### config.mk
export PLATFORM = sky130hd
export DESIGN_NAME = dmem_lsu
export DESIGN_NICKNAME = d
export VERILOG_FILES = /design/src/rtl/dmem_lsu.sv
export SDC_FILE = /design/constraint.sdc
export NUM_CORES = 1
export LEC_CHECK = 0
export ABC_AREA = 1
export BUFFER_PORTS_ARGS = -buffer_cell sky130_fd_sc_hd__buf_2
export CAP_MARGIN = 20
export CORE_MARGIN = 5
export CORE_UTILIZATION = 40
export CTS_CLUSTER_DIAMETER = 50
export DETAILED_ROUTE_END_ITERATION = 10
export GPL_ROUTABILITY_DRIVEN = 0
export PLACE_DENSITY = 0.6
export SLEW_MARGIN = 20
export SYNTH_ARGS = -nofsm -noshare
export SYNTH_HDL_FRONTEND = slang
export SYNTH_SLANG_ARGS = --single-unit
### constraint.sdc
create_clock -name clk -period 2.1 [get_ports clk]
set_clock_uncertainty 0.15 [all_clocks]
set_input_delay 0.315 -clock clk [delete_from_list [all_inputs] [get_ports clk]]
set_output_delay 0.315 -clock clk [all_outputs]
set_load 0.05 [all_outputs]
### src/rtl/dmem_lsu.sv
// dmem_lsu: load/store initiator for the word-only data memory.
// Takes one request at a time. Loads go through READ and stores through WRITE.
// Sub-word stores do a read-modify-write: READ, then WRITE.
// Optional macro MISALIGN_TRAP_EN: when defined, a misaligned halfword or word
// access faults with no memory access. When undefined, the low address bits
// are masked and the access proceeds.
module dmem_lsu #(
  parameter int ADDR_W    = 32,
  parameter int MEM_BYTES = 1024
) (
  input  logic              clk,
  input  logic              rst_n,
  input  logic              req_valid,
  output logic              req_ready,
  input  logic              req_we,
  input  logic [2:0]        req_funct3,
  input  logic [ADDR_W-1:0] req_addr,
  input  logic [31:0]       req_wdata,
  output logic              rsp_valid,
  output logic [31:0]       rsp_rdata,
  output logic              rsp_err,
  output logic              mem_write_enable,
  output logic              mem_read_enable,
  output logic [ADDR_W-1:0] mem_addr,
  output logic [31:0]       mem_write_data,
  input  logic [31:0]       mem_read_data
);

  typedef enum logic [1:0] {IDLE, READ, WRITE, RESP} state_t;

  state_t      state;
  logic        lat_we;
  logic [2:0]  lat_funct3;
  logic [1:0]  lat_lane;
  logic [15:0] lat_wdata;

  logic        funct3_ok;
  logic        out_of_range;
  logic        misaligned;
  logic        req_err;
  logic        accept;

  logic [7:0]  byte_lane;
  logic [15:0] half_lane;
  logic [31:0] load_data;
  logic [31:0] merged_word;

  assign accept = req_valid && req_ready;

  // Classify the incoming request: bad funct3, out-of-range address or trapped misalignment
  always_comb begin
    funct3_ok    = 1'b0;
    out_of_range = 1'b0;
    misaligned   = 1'b0;
    if (req_we) begin
      funct3_ok = (req_funct3 <= 3'b010);
    end else begin
      case (req_funct3)
        3'b000, 3'b001, 3'b010, 3'b100, 3'b101: funct3_ok = 1'b1;
        default:                                funct3_ok = 1'b0;
      endcase
    end
    out_of_range = (req_addr >= ADDR_W'(MEM_BYTES));
`ifdef MISALIGN_TRAP_EN
    if ((req_funct3[1:0] == 2'b01) && req_addr[0]) begin
      misaligned = 1'b1;
    end
    if ((req_funct3[1:0] == 2'b10) && (req_addr[1:0] != 2'b00)) begin
      misaligned = 1'b1;
    end
`endif
    req_err = !funct3_ok || out_of_range || misaligned;
  end

  // Pick the addressed lane from the read word and extend it for loads
  always_comb begin
    byte_lane = 8'h00;
    half_lane = 16'h0000;
    load_data = 32'h0;
    case (lat_lane)
      2'd0:    byte_lane = mem_read_data[7:0];
      2'd1:    byte_lane = mem_read_data[15:8];
      2'd2:    byte_lane = mem_read_data[23:16];
      default: byte_lane = mem_read_data[31:24];
    endcase
    half_lane = lat_lane[1] ? mem_read_data[31:16] : mem_read_data[15:0];
    case (lat_funct3)
      3'b000:  load_data = {{24{byte_lane[7]}}, byte_lane};
      3'b100:  load_data = {24'h0, byte_lane};
      3'b001:  load_data = {{16{half_lane[15]}}, half_lane};
      3'b101:  load_data = {16'h0, half_lane};
      default: load_data = mem_read_data;
    endcase
  end

  // Splice the store byte/half into the old word for read-modify-write
  always_comb begin
    merged_word = mem_read_data;
    if (lat_funct3[1:0] == 2'b00) begin
      case (lat_lane)
        2'd0:    merged_word[7:0]   = lat_wdata[7:0];
        2'd1:    merged_word[15:8]  = lat_wdata[7:0];
        2'd2:    merged_word[23:16] = lat_wdata[7:0];
        default: merged_word[31:24] = lat_wdata[7:0];
      endcase
    end else if (lat_funct3[1:0] == 2'b01) begin
      if (lat_lane[1]) begin
        merged_word[31:16] = lat_wdata;
      end else begin
        merged_word[15:0] = lat_wdata;
      end
    end
  end

  // Request FSM with registered outputs; async reset clears write enable at once
  always_ff @(posedge clk or negedge rst_n) begin
    if (!rst_n) begin
      state            <= IDLE;
      lat_we           <= 1'b0;
      lat_funct3       <= 3'b000;
      lat_lane         <= 2'b00;
      lat_wdata        <= 16'h0;
      req_ready        <= 1'b0;
      rsp_valid        <= 1'b0;
      rsp_rdata        <= 32'h0;
      rsp_err          <= 1'b0;
      mem_write_enable <= 1'b0;
      mem_read_enable  <= 1'b0;
      mem_addr         <= '0;
      mem_write_data   <= 32'h0;
    end else begin
      case (state)
        IDLE: begin
          rsp_valid        <= 1'b0;
          rsp_rdata        <= 32'h0;
          rsp_err          <= 1'b0;
          mem_write_enable <= 1'b0;
          mem_read_enable  <= 1'b0;
          mem_addr         <= '0;
          mem_write_data   <= 32'h0;
          req_ready        <= 1'b1;
          if (accept) begin
            req_ready  <= 1'b0;
            lat_we     <= req_we;
            lat_funct3 <= req_funct3;
            lat_lane   <= req_addr[1:0];
            lat_wdata  <= req_wdata[15:0];
            if (req_err) begin
              state     <= RESP;
              rsp_valid <= 1'b1;
              rsp_err   <= 1'b1;
            end else if (req_we && (req_funct3 == 3'b010)) begin
              state            <= WRITE;
              mem_write_enable <= 1'b1;
              mem_addr         <= {req_addr[ADDR_W-1:2], 2'b00};
              mem_write_data   <= req_wdata;
            end else begin
              state           <= READ;
              mem_read_enable <= 1'b1;
              mem_addr        <= {req_addr[ADDR_W-1:2], 2'b00};
            end
          end
        end
        READ: begin
          mem_read_enable <= 1'b0;
          if (lat_we) begin
            state            <= WRITE;
            mem_write_enable <= 1'b1;
            mem_write_data   <= merged_word;
          end else begin
            state     <= RESP;
            mem_addr  <= '0;
            rsp_valid <= 1'b1;
            rsp_rdata <= load_data;
            rsp_err   <= 1'b0;
          end
        end
        WRITE: begin
          state            <= RESP;
          mem_write_enable <= 1'b0;
          mem_write_data   <= 32'h0;
          mem_addr         <= '0;
          rsp_valid        <= 1'b1;
          rsp_rdata        <= 32'h0;
          rsp_err          <= 1'b0;
        end
        default: begin
          state     <= IDLE;
          rsp_valid <= 1'b0;
          rsp_rdata <= 32'h0;
          rsp_err   <= 1'b0;
          req_ready <= 1'b1;
        end
      endcase
    end
  end

endmodule

==> flow_summary_export.csv <==
group,metric,value,unit
global_route,grt_use_total,24.2,%
worst_setup_path,r2r_slack,0.21,ns
placement,place_inst,1385,
global_route,met1_usage,32.8,%
clock_tree,cts_tree,"done",
global_route,busiest_layer,"met2",
placement,dp_hpwl,17.8,mm
power_and_ir_drop,total_power,15.3,mW
detailed_routing,wl_per_cell,16.9,um
sta,fin_crit,1.89,ns
floorplan,initial_core_util,40.4,%
global_route,grtUsageMet2,37.9,%
clock_tree,clk_transition_reported_paths,0.06,ns
worst_setup_path,worst_setup_path_end_kind,"register",
worst_setup_path,worstSetupPathType,"register to register",
logic_synthesis,syn-cell-area,6930,um^2
power_and_ir_drop,power_density,1660,nW/um^2
floorplan,coreArea,17200,um^2
sta,finalSetupViolations,0,
logic_synthesis,yosysMostFrequentCell,"nand2_1",
final_layout,area_growth,32.8,%
sta,finalSetupTns,0,ns
logic_synthesis,synth-seq-cells,123,
sta,setup_ws,0.208,ns
floorplan,io_pins,204,
sta,final_max_slew_viol_count,0,
worst_setup_path,cp_data_required_time,2.30,ns
detailed_routing,dr.pass1.iters,5,
power_and_ir_drop,power.leakage,4.95,nW
detailed_routing,viasPerCell,5.13,
final_layout,drive_above_1_share,24.0,%
sta,max_freq,0.529,GHz
clock_tree,clockRootBuffer,"clkbuf_16",
clock_tree,cts-htree-levels,4,
sta,period_share,90.1,%
power_and_ir_drop,irDropWorstVdd,796,uV
logic_synthesis,synth_commonest_cells,"266 x nand2_1, 164 x nor2_1, 123 x dfrtp_1",
placement,io_buffer_count,201,
worst_setup_path,r2r-start,"state[0]",
sta,tightest_slew,0.531,ns
global_route,antenna_found_initial,2,
sta,slew_headroom,64.6,%
worst_setup_path,r2r_end,"mem_write_data[30]",
logic_synthesis,ys_seq_area_share,44.4,%
logic_synthesis,yosys-top-cells-area,"dfrtp_1 44%, nand2_1 14%, nor2_1 8.9%",
final_layout,antennaDiodeCount,0,
worst_hold_path,min_from,"req_wdata[3]",
logic_synthesis,synth_top_area_share,44.4,%
placement,dp_slack,0.133,ns
detailed_routing,drt-initial-drc-count,618,
worst_hold_path,min_path_cells,3,
final_layout,stdcell_count,1440,
logic_synthesis,synth-edff-count,0,
clock_tree,clock_path_buffers,2,
logic_synthesis,synth_top_cell_by_area,"dfrtp_1",
global_route,overflow,0,
detailed_routing,remaining_drc_errors,0,
sta,hold_viol,0,
worst_setup_path,worst_setup_path_start_kind,"register",
worst_hold_path,min_path_type,"input port to register",
logic_synthesis,ys_warn_count,0,
clock_tree,cts_buffers,17,
floorplan,die_width,142,um
detailed_routing,ant_nets,0,
global_route,use_met3,5.39,%
detailed_routing,via_count,7393,
final_layout,fin_nets,1309,
logic_synthesis,syn_area_per_cell,7.08,um^2
global_route,grt_max_degree,39,
final_layout,fillCellCount,1749,
logic_synthesis,synth_async_sr_flop_share,100,%
sta,rsz0062_at_grt,"no",
floorplan,die_area,20100,um^2
worst_hold_path,min_to,"lat_wdata[3]",
worst_setup_path,crit_path_max_fanout,17,
clock_tree,cts_sinks,123,
logic_synthesis,synth_ff_type,"dfrtp_1",
worst_setup_path,critPathArrivalTime,2.10,ns
global_route,first_global_vias,7264,
outcome,status,"completed",
logic_synthesis,synth_cells,979,
detailed_routing,routed_wl,24.3,mm
floorplan,die_h,142,um
worst_setup_path,rr_worst_depth,9,
logic_synthesis,ys_types,29,
sta,timing.hold.ws,0.00975,ns
clock_tree,clock_latency,0.43,ns
global_route,grt_first_pass_wirelength,38.6,mm
floorplan,row_count,48,
flow_run,cap_viol_max_count,0,
worst max-delay path, cell delays in order (launching register included):
cell and delay, ns:
dfrtp_1 0.40, inv_1 0.08, ha_1 0.37, nand2_1 0.11, clkinv_1 0.09, buf_12 0.14, nand2_1 0.06, a21oi_1 0.19
nor2_1 0.07, a21oi_1 0.14
cells by family after synthesis:
logic type      share of synthesized area, %
mux                                     1.30
compound gates                          12.4
simple gates                            32.3
buf+inv                                 8.84
flops                                   44.4
fa+ha+maj                              0.722
other cells                           0.0541
power by group:
group | leakage, nW | internal, mW | switching, mW
combinational | 3.06 | 2.58 | 5.88
sequential | 1.60 | 3.14 | 0.618
clock | 0.294 | 1.79 | 1.24
total | 4.95 | 7.51 | 7.74
worst max path at each step:
stage	slack [ns]	end	from
final	0.21	mem_write_data[30]	state[0]
after floorplan	0.20	mem_write_data[0]	state[0]
after global placement	0.19	rsp_rdata[27]	lat_funct3[1]
after detailed placement	0.13	rsp_rdata[20]	lat_lane[1]
after global routing	0.08	mem_write_data[30]	state[0]
after CTS	0.11	rsp_rdata[27]	lat_lane[1]
stage by stage:
step / util (%) / area (um^2)
finish: 53.6 / 9210
global route: 53.6 / 9210
CTS: 53.5 / 9190
detailed placement: 48.7 / 8360
global placement: 48.7 / 8360
floorplan: - / 6940
sequential cells by signal, summed over array words and instances (netlist names), 2 cells and up:
| name | cells |
|---|---|
| mem_write_data | 32 |
| rsp_rdata | 32 |
| mem_addr | 30 |
| lat_wdata | 16 |
| lat_funct3 | 3 |
| lat_lane | 2 |
| state | 2 |
layout by cell type (no fill, tap or decap), drive strengths merged, types with 8 or more instances in the layout:
master       instances
dfrtp              123
o22ai                8
o21ai               34
clkbuf              17
dlygate4sd3         22
a21oi               99
mux2                 8
inv                100
nor2               169
nand3               66
nand4               32
o211ai              16
nand2              266
buf                237
layout make-up:
class	instances	area (um^2)	area share (%)
clock buffers	17	425	4.62
clock inverters	15	178	1.93
inverters	94	353	3.83
multi-input cells	707	3260	35.4
flip-flops and latches	123	3080	33.4
well taps	225	282	3.06
repair buffers	259	1640	17.8
routing by layer:
layer,part of all wire (%),wire (um),vias to the layer above
met4,3.0,718,4
met5,0.11,27,-
li1,-,-,3595
met3,7.5,1830,52
met1,43,10600,3414
met2,46,11200,328
repair_timing:
item / in CTS / in global routing
setup buffers: 0 / 1
endpoints found under the hold margin: 53 / 0
resized for setup: 0 / 0
setup endpoints to repair: 0 / 9
hold buffers: 22 / 0
Power figures use the tool's default switching activity.
